File: src/rtl/apb_vmac.sv
`default_nettype none
// +--------------------------------------------------------------------------+
// | Module   : apb_vmac                                                       |
// | Purpose  : APB-attached vector multiply / multiply-accumulate engine.     |
// |            Two operand vectors A and B are loaded over APB. A start write |
// |            then walks the first N=min(LEN,DEPTH) elements, one per clock. |
// |            Each step writes R[k]=A[k]*B[k]. In dot-product mode it also   |
// |            accumulates the product into DOT.                              |
// | Ports    : HCLK, HRESET         - clock, synchronous active-high reset    |
// |            PADDR/PWDATA/PWRITE/ - APB slave request                       |
// |            PSEL/PENABLE                                                   |
// |            PRDATA/PREADY/       - APB slave response (PRDATA is           |
// |            PSLVERR                combinational, PREADY is always 1)      |
// |            irq                  - level interrupt (done & irq_en)         |
// | Revision : 1.0 - initial release                                          |
// +--------------------------------------------------------------------------+
module apb_vmac #(
  parameter int APB_ADDR_WIDTH = 12,
  parameter int DEPTH          = 16,
  parameter int IN_WIDTH       = 8
) (
  input  logic                      HCLK,
  input  logic                      HRESET,
  input  logic [APB_ADDR_WIDTH-1:0] PADDR,
  input  logic [31:0]               PWDATA,
  input  logic                      PWRITE,
  input  logic                      PSEL,
  input  logic                      PENABLE,
  output logic [31:0]               PRDATA,
  output logic                      PREADY,
  output logic                      PSLVERR,
  output logic                      irq
);

  localparam int         IDX_W   = (DEPTH > 1) ? $clog2(DEPTH) : 1;
  localparam int         PROD_W  = 2 * IN_WIDTH;
  localparam int         DOT_W   = PROD_W + $clog2(DEPTH) + 1;
  localparam logic [8:0] DEPTH_N = 9'(DEPTH);

  typedef enum logic [1:0] {
    IDLE = 2'd0,
    RUN  = 2'd1,
    DONE = 2'd2
  } state_t;

  state_t state, state_nxt;

  // Operand and result storage; deliberately not reset.
  logic [IN_WIDTH-1:0] a_mem [DEPTH];
  logic [IN_WIDTH-1:0] b_mem [DEPTH];
  logic [PROD_W-1:0]   r_mem [DEPTH];

  logic             mode_cfg, sgn_cfg, irq_en;
  logic [31:0]      len;
  logic             done;
  logic             mode_run, sgn_run;
  logic [8:0]       n_run;
  logic [8:0]       k;
  logic [DOT_W-1:0] dot;

  // ---------------------------------------------------------------- decode
  logic [1:0]       region;
  logic [7:0]       word_idx;
  logic [IDX_W-1:0] addr_idx;
  logic             in_range;
  logic             wr_acc, busy;
  logic             is_ctrl, is_len, is_a, is_b;

  assign region   = PADDR[11:10];
  assign word_idx = PADDR[9:2];
  assign addr_idx = word_idx[IDX_W-1:0];
  assign in_range = ({24'd0, word_idx} < 32'(DEPTH));
  assign wr_acc   = PSEL & PENABLE & PWRITE;
  assign busy     = (state == RUN);

  assign is_ctrl  = (region == 2'd0) && (word_idx == 8'd0);
  assign is_len   = (region == 2'd0) && (word_idx == 8'd2);
  assign is_a     = (region == 2'd1) && in_range;
  assign is_b     = (region == 2'd2) && in_range;

  // Byte-lane bits of the address are not decoded.
  logic unused_paddr_lo;
  assign unused_paddr_lo = ^PADDR[1:0];

  if (APB_ADDR_WIDTH > 12) begin : g_wide_addr
    logic unused_paddr_hi;
    assign unused_paddr_hi = ^PADDR[APB_ADDR_WIDTH-1:12];
  end

  logic start_req, start_ok, clr_req;
  logic ctrl_wr, len_wr_ok, a_wr_ok, b_wr_ok;

  assign ctrl_wr   = wr_acc & is_ctrl;
  assign start_req = ctrl_wr & PWDATA[0];
  assign start_ok  = start_req & ~busy;
  assign clr_req   = ctrl_wr & PWDATA[4];
  assign len_wr_ok = wr_acc & is_len & ~busy;
  assign a_wr_ok   = wr_acc & is_a & ~busy;
  assign b_wr_ok   = wr_acc & is_b & ~busy;

  // Only rejected accesses flag an error. wr_acc already implies the access
  // phase, so the flag is low during setup and idle cycles.
  assign PSLVERR = busy & (start_req | (wr_acc & (is_len | is_a | is_b)));
  assign PREADY  = 1'b1;
  assign irq     = done & irq_en;

  // ---------------------------------------------------------------- datapath
  logic [8:0]       n_eff;
  logic             last;
  logic [IDX_W-1:0] k_idx;
  logic [IN_WIDTH-1:0] cur_a, cur_b;
  logic [PROD_W-1:0]   ext_a, ext_b, prod;
  logic [DOT_W-1:0]    prod_ext;

  assign n_eff = (len >= 32'(DEPTH)) ? DEPTH_N : len[8:0];
  assign last  = (k == (n_run - 9'd1));
  assign k_idx = k[IDX_W-1:0];
  assign cur_a = a_mem[k_idx];
  assign cur_b = b_mem[k_idx];

  // Extending both operands to the full product width first makes the
  // truncated unsigned product equal the two's-complement product in
  // signed mode.
  assign ext_a    = {{IN_WIDTH{sgn_run & cur_a[IN_WIDTH-1]}}, cur_a};
  assign ext_b    = {{IN_WIDTH{sgn_run & cur_b[IN_WIDTH-1]}}, cur_b};
  assign prod     = ext_a * ext_b;
  assign prod_ext = {{(DOT_W-PROD_W){sgn_run & prod[PROD_W-1]}}, prod};

  // ---------------------------------------------------------------- FSM
  always_ff @(posedge HCLK) begin
    if (HRESET) begin
      state <= IDLE;
    end else begin
      state <= state_nxt;
    end
  end

  always_comb begin
    state_nxt = state;
    case (state)
      IDLE: begin
        if (start_ok) state_nxt = (n_eff == 9'd0) ? DONE : RUN;
      end
      RUN: begin
        if (last) state_nxt = DONE;
      end
      DONE: begin
        // DONE lasts a single cycle, but it can still take a new start.
        if (start_ok) state_nxt = (n_eff == 9'd0) ? DONE : RUN;
        else          state_nxt = IDLE;
      end
      default: state_nxt = IDLE;
    endcase
  end

  logic done_set;
  assign done_set = (busy & last) | (start_ok & (n_eff == 9'd0));

  // ---------------------------------------------------------------- registers
  always_ff @(posedge HCLK) begin
    if (HRESET) begin
      mode_cfg <= 1'b0;
      sgn_cfg  <= 1'b0;
      irq_en   <= 1'b0;
      len      <= 32'(DEPTH);
      done     <= 1'b0;
      mode_run <= 1'b0;
      sgn_run  <= 1'b0;
      n_run    <= 9'd0;
      k        <= 9'd0;
      dot      <= '0;
    end else begin
      if (ctrl_wr) begin
        mode_cfg <= PWDATA[1];
        sgn_cfg  <= PWDATA[2];
        irq_en   <= PWDATA[3];
      end
      if (len_wr_ok) len <= PWDATA;

      if (start_ok) begin
        mode_run <= PWDATA[1];
        sgn_run  <= PWDATA[2];
        n_run    <= n_eff;
        k        <= 9'd0;
        dot      <= '0;
      end else if (busy) begin
        k <= k + 9'd1;
        if (mode_run) dot <= dot + prod_ext;
      end

      // A start (or clr_done) clears done unless the run ends immediately.
      if (done_set)                done <= 1'b1;
      else if (clr_req | start_ok) done <= 1'b0;
    end
  end

  always_ff @(posedge HCLK) begin
    if (a_wr_ok) a_mem[addr_idx] <= PWDATA[IN_WIDTH-1:0];
    if (b_wr_ok) b_mem[addr_idx] <= PWDATA[IN_WIDTH-1:0];
    if (busy && !HRESET) r_mem[k_idx] <= prod;
  end

  // ---------------------------------------------------------------- read mux
  always_comb begin
    PRDATA = 32'hFFFF_FFFF;
    case (region)
      2'd0: begin
        case (word_idx)
          8'd0:    PRDATA = {27'd0, 1'b0, irq_en, sgn_cfg, mode_cfg, 1'b0};
          8'd1:    PRDATA = {30'd0, done, busy};
          8'd2:    PRDATA = len;
          8'd3:    PRDATA = 32'(dot);
          default: PRDATA = 32'hFFFF_FFFF;
        endcase
      end
      2'd1:    if (in_range) PRDATA = 32'(a_mem[addr_idx]);
      2'd2:    if (in_range) PRDATA = 32'(b_mem[addr_idx]);
      default: if (in_range) PRDATA = 32'(r_mem[addr_idx]);
    endcase
  end

endmodule
`default_nettype wire

File: config.mk
export PLATFORM = sky130hd
export DESIGN_NAME = apb_vmac
export DESIGN_NICKNAME = d
export VERILOG_FILES = /design/src/rtl/apb_vmac.sv
export SDC_FILE = /design/constraint.sdc
export NUM_CORES = 1
export LEC_CHECK = 0
export BUFFER_PORTS_ARGS = -buffer_cell sky130_fd_sc_hd__buf_4
export CAP_MARGIN = 30
export CORE_MARGIN = 4
export CORE_UTILIZATION = 30
export CTS_CLUSTER_SIZE = 20
export DETAILED_ROUTE_END_ITERATION = 10
export HOLD_SLACK_MARGIN = 0.12
export PLACE_DENSITY = 0.48
export SETUP_SLACK_MARGIN = 0.15
export SYNTH_ARGS = -nofsm -noshare
export SYNTH_HDL_FRONTEND = slang
export SYNTH_SLANG_ARGS = --single-unit
File: constraint.sdc
create_clock -name HCLK -period 8 [get_ports HCLK]
set_clock_uncertainty 0.15 [all_clocks]
set_input_delay 1.2 -clock HCLK [delete_from_list [all_inputs] [get_ports HCLK]]
set_output_delay 1.2 -clock HCLK [all_outputs]
set_load 0.005 [all_outputs]
Yosys cells after proc, flatten, opt, wreduce, memory -nomap -nowiden

Memories as Yosys holds them, arrays and structs flattened. A register that Yosys moved wholly into a read port is not among the register bits.
Cells that the tools add are included.

Flip-flop bits (word level): 79
Memory bits (writable): 512
Output and inout bits: 35
Logic and storage cells: 93
Memories: 3

Memories:

| name  | words | width | read ports | clocked after Yosys merged registers in | write ports | RTL line | RTL |
|---|---|---|---|---|---|---|---|
| r_mem | 16    | 16    | 1          | 0                                       | 1           | 51       | `logic [PROD_W-1:0] r_mem [DEPTH];` |
| a_mem | 16    | 8     | 2          | 1                                       | 1           | 49       | `logic [IN_WIDTH-1:0] a_mem [DEPTH];` |
| b_mem | 16    | 8     | 2          | 1                                       | 1           | 50       | `logic [IN_WIDTH-1:0] b_mem [DEPTH];` |

$add $sub $neg: 3
Multipliers: 1
Magnitude comparators: 2
Equal/unequal tests: 10
Mux-type cells: 23
Bitwise operators: 26
Reductions and logical operators: 14

Operator list:

| cell                                                        | count |
|---|---|
| one-hot mux 32 bit (4 select lines)                         | 1 |
| 2-to-1 mux 32 bit                                           | 3 |
| one-hot mux 32 bit (3 select lines)                         | 1 |
| >= comparator 32 x 5 -> 1 bit (second input constant)       | 1 |
| adder 21 bit                                                | 1 |
| bitwise AND 1 bit                                           | 20 |
| equality test 8 x 2 -> 1 bit (second input constant)        | 2 |
| multiplier 9 x 9 -> 16 bit                                  | 1 |
| 2-to-1 mux 4 bit                                            | 4 |
| adder 9 x 1 -> 9 bit (second input constant)                | 1 |
| equality test 9 bit                                         | 1 |
| logical NOT 9 bit                                           | 1 |
| 2-to-1 mux 9 bit                                            | 1 |
| subtractor 9 x 1 -> 9 bit (second input constant)           | 1 |
| equality test 8 x 1 -> 1 bit (second input constant)        | 1 |
| logical NOT 8 bit                                           | 1 |
| less-than comparator 8 x 5 -> 1 bit (second input constant) | 1 |
| 2-to-1 mux 1 bit                                            | 8 |
| 2-to-1 mux 2 bit                                            | 4 |
| one-hot mux 2 bit (3 select lines)                          | 1 |
| logical AND 1 bit                                           | 5 |
| bitwise OR 1 bit                                            | 5 |
| equality test 2 x 1 -> 1 bit (second input constant)        | 2 |
| equality test 2 bit (second input constant)                 | 2 |
| 8 further kinds                                             | 10 |

Longest topological paths before layout

Depth after elaboration: 8
Mapped depth: 34
Gate-level depth less buffers: 31

Least setup slack after synthesis

Ideal clock, no wire load.

Path type: flip-flop to flip-flop
Start: register with a tool-made name
End: register dot[16]
Arrival time: 8330 ps
Data required time: 7780 ps
Path slack: -550 ps
Cell stages (with the launch flop): 28
Cell sequence: dfxtp_1 > buf_6 > buf_6 > buf_1 > mux4_2 > mux4_2 > nand2_1 > fa_1 > inv_1 > fa_1 > fa_1 > fa_1 > inv_1 > fa_1 > inv_1 > ha_1 > o21a_1 > o31a_1 > o31ai_1 > a21boi_0 > ha_1 > nor2_1 > o211ai_1 > o2111ai_1 > a31oi_1 > a21oi_1 > or4_1 > a21oi_1

RTL lines:

| what                   | RTL line | RTL |
|---|---|---|
| end signal: assignment | 188      | `if (mode_run) dot <= dot + prod_ext;` |
| end: declaration       | 59       | `logic [DOT_W-1:0] dot;` |

==> flow_summary.ini <==
[cells_and_area]
drive_gt1_share_pct = 31.4
num-nets-final = 2264
area.growth.synth_to_final_pct = 21.3
post_layout_nonfiller_instances = 3416
fill_cells = 9030

[clock_tree]
cts.reportedPaths.clkPinSlew_ns = 0.06
cts_tree = built
cts-buffers-inserted = 66
max-clock-path-buffers = 3
clkLatencyLatePin_ns = 0.63
clkSinkCount = 595
ctsHoldBuffers = 0
cts-root-buf = sky130_fd_sc_hd__clkbuf_16
cts.htree.levels = 3

[logic_synthesis]
synth.avg_cell_area_um2 = 15.6
postSynthRegisterBits = 595
synthDominantCellAreaShare_pct = 52.9
synth_warnings = 0
yosysTopAreaCell = sky130_fd_sc_hd__edfxtp_1
synth_cell_type_count = 62
netlist_area_um2 = 29100
synth_top_cells_by_count = 512 x sky130_fd_sc_hd__edfxtp_1, 234 x sky130_fd_sc_hd__mux4_2, 165 x sky130_fd_sc_hd__nand2_1
synth_edf_count = 512
synth-seq-area-share_pct = 58.6
ys_top_cells_by_area = sky130_fd_sc_hd__edfxtp_1 53%, sky130_fd_sc_hd__mux4_2 18%, sky130_fd_sc_hd__dfxtp_1 5.7%, sky130_fd_sc_hd__fa_1 4.4%, sky130_fd_sc_hd__ha_1 2.4%
synthMostInstantiatedCell = sky130_fd_sc_hd__edfxtp_1
synth_top_flop_cell = sky130_fd_sc_hd__edfxtp_1
synth_cells = 1858
postSynthNetCount = 2026
synth-async-reset-ratio_pct = 0

[setup_path]
path_common_cell = sky130_fd_sc_hd__fa_1
timing.critical_path.from_type = register
crit_path_max_incr_delay_ns = 0.57
path_class = reg -> reg
worstSetupEndpointType = register
timing.critical_path.slowest_stage_cell = sky130_fd_sc_hd__mux4_2
critical_path_peak_fanout = 6
crit_arrival_ns = 8.24
worst_path_required_ns = 8.42

[route]
routedWlPerCell_um = 25.0
topRoutingLayerUsed = met4
met3_length_um = 5510
remaining_drc_errors = 0
vias = 17600
detail_route.wirelength.met1_um = 37600
route.antenna.remaining_nets = 0
drt_pass1_iterations = 5
met2RoutedLength_um = 40200
vias_per_cell = 5.16
violation_count_after_the_first_detailed_routing_iteration = 1324
route.final.wire_length_um = 85300

[sta]
period_share_pct = 97.8
final.setup.tns_ns = 0
relSlewSlack_pct = 32.7
grt_setup_unrepaired = true
post-route-min-period_ns = 7.82
fmaxAchievable_mhz = 128
worst_margin_slew_ns = 1.00
finalHoldViolations = 0
endpoints_failing_setup = 0
hold_ws_ns = 0.322
postLayoutSetupSlackWorst_ns = 0.179
final-max-slew-violation-count = 0

[floorplanning]
fp.dieW_um = 319
floorplan.initialDensity_pct = 30.4
std_cell_rows = 113
coreArea_um2 = 95600
die_height_um = 319
fp.dieArea_um2 = 102000
num_io_pins = 84

[grt]
first_global_vias = 18400
grt_max_degree = 69
globalRouteTotalUtil_pct = 16.5
grt_pass1_wl_um = 125000
number_of_antenna_violations_at_the_first_check_in_global_routing = 3
overflow = 0

[power_and_ir_drop]
netSwitchingFraction_pct = 21.8
totalPowerFinal_uw = 6710
power.clock.fraction_pct = 45.9
max-vdd-ir-drop_v = 0.000128
leakagePower_uw = 0.0120
power.share.sequential_pct = 49.8
net_sw_power_uw = 1460
power.density_nw_per_um2 = 190
share_comb_of_total_power_pct = 4.3
p_int_uw = 5250

[status]
status = finished clean

[place]
place_hpwl_um = 57000
pre_cts_slack_ns = -0.248
finalWeightedCongestion = 0.836
placed_cells_incl_taps = 3265
io_buffers = 80

[min_path]
hold_path.class = reg -> reg

[run]
cap_viol_max_count = 0
[layout make-up]
cell class | count | area (µm²) | area share, %
Sequential cell | 595 | 17000 | 48.3
Multi-Input combinational cell | 1070 | 11700 | 33.1
Timing Repair Buffer | 270 | 2410 | 6.85
Clock buffer | 84 | 1720 | 4.88
Tap cell | 1265 | 1580 | 4.49
Clock inverter | 37 | 484 | 1.37
Inverter | 93 | 349 | 0.990
Antenna cell | 2 | 5.00 | 0.0142
[power groups by stage]
stage | combinational (µW) | clock (µW) | sequential [µW]
floorplan | 156 | 0 | 3410
global placement | 286 | 0 | 3410
detailed placement | 290 | 0 | 3410
CTS | 291 | 3170 | 3340
global route | 306 | 3290 | 3340
finish | 287 | 3080 | 3340
[cell families (layout without fill, tap and decap cells)]
family / Yosys count / count (layout) / synth area share, %
buffers and inverters: 193 / 484 / 2.60
other: 1 / 3 / 0.0129
XOR/XNOR: 45 / 45 / 1.47
multiplexers: 248 / 248 / 18.8
adder cells (fa/ha/maj): 119 / 119 / 6.77
AND/OR/NAND/NOR: 451 / 451 / 7.12
AO/OA/AOI/OAI: 206 / 206 / 4.58
flip-flops: 595 / 595 / 58.6
[metrics by stage]
stage / util [%] / area (µm²)
after floorplan: - / 29100
after global routing: 36.9 / 35200
after global placement: 33.6 / 32200
after CTS: 36.5 / 34900
final: 36.9 / 35300
after detailed placement: 33.9 / 32400
[sequential cells by signal, summed over array words and instances (netlist names), 2 cells and up, named ones only]
register	cells
len	32
dot	21
r_mem	256
k	9
b_mem	128
state	2
n_run	9
a_mem	128
[per-layer routing]
metal | vias to the layer above | global-route usage [%]
li1 | 7678 | -
met1 | 9333 | 22.9
met2 | 521 | 26.4
met3 | 104 | 3.40
met4 | 0 | 4.88
met5 | - | 0
[critical path, delay by kind of cell (launching register included)]
kind,cells,cell delay (ns)
fa+ha+maj,7,3.00
simple gates,3,0.78
mux,2,1.08
buf+inv,7,0.66
flops,1,0.40
xor+xnor,2,0.46
compound gates,8,1.22
[cell usage in the layout (no fill, tap or decap), types with 47 or more instances in the layout]
| cell | Yosys | routed |
|---|---|---|
| sky130_fd_sc_hd__nand2_1 | 165 | 162 |
| sky130_fd_sc_hd__inv_1 | 93 | 85 |
| sky130_fd_sc_hd__mux4_2 | 234 | 234 |
| sky130_fd_sc_hd__a21oi_1 | 80 | 71 |
| sky130_fd_sc_hd__dfxtp_1 | 83 | 81 |
| sky130_fd_sc_hd__clkbuf_16 | 0 | 68 |
| sky130_fd_sc_hd__edfxtp_1 | 512 | 512 |
| sky130_fd_sc_hd__buf_4 | 2 | 232 |
| sky130_fd_sc_hd__ha_1 | 55 | 47 |
| sky130_fd_sc_hd__fa_1 | 64 | 63 |
| sky130_fd_sc_hd__nor2_1 | 119 | 109 |
[timing repair]
action | in CTS | in global routing
cloned | 2 | 2
resized for setup | 22 | 45
setup endpoints to repair | 5 | 7
setup buffers | 9 | 12
pin swaps | 4 | 48
[worst paths after layout]
| path | from | slack, ns | depth (start not counted) | end |
|---|---|---|---|---|
| setup / recovery | register | 0.18 | 29 | dot[16]$_SDFFE_PP0P_ |
| setup reg to reg | register | 0.18 | 29 | dot[16]$_SDFFE_PP0P_ |
| hold reg to reg | len[13]$_SDFFE_PP0P_ | 0.32 | 2 | len[13]$_SDFFE_PP0P_ |
| hold / removal | len[13]$_SDFFE_PP0P_ | 0.32 | 2 | len[13]$_SDFFE_PP0P_ |
Power figures use the tool's default switching activity.
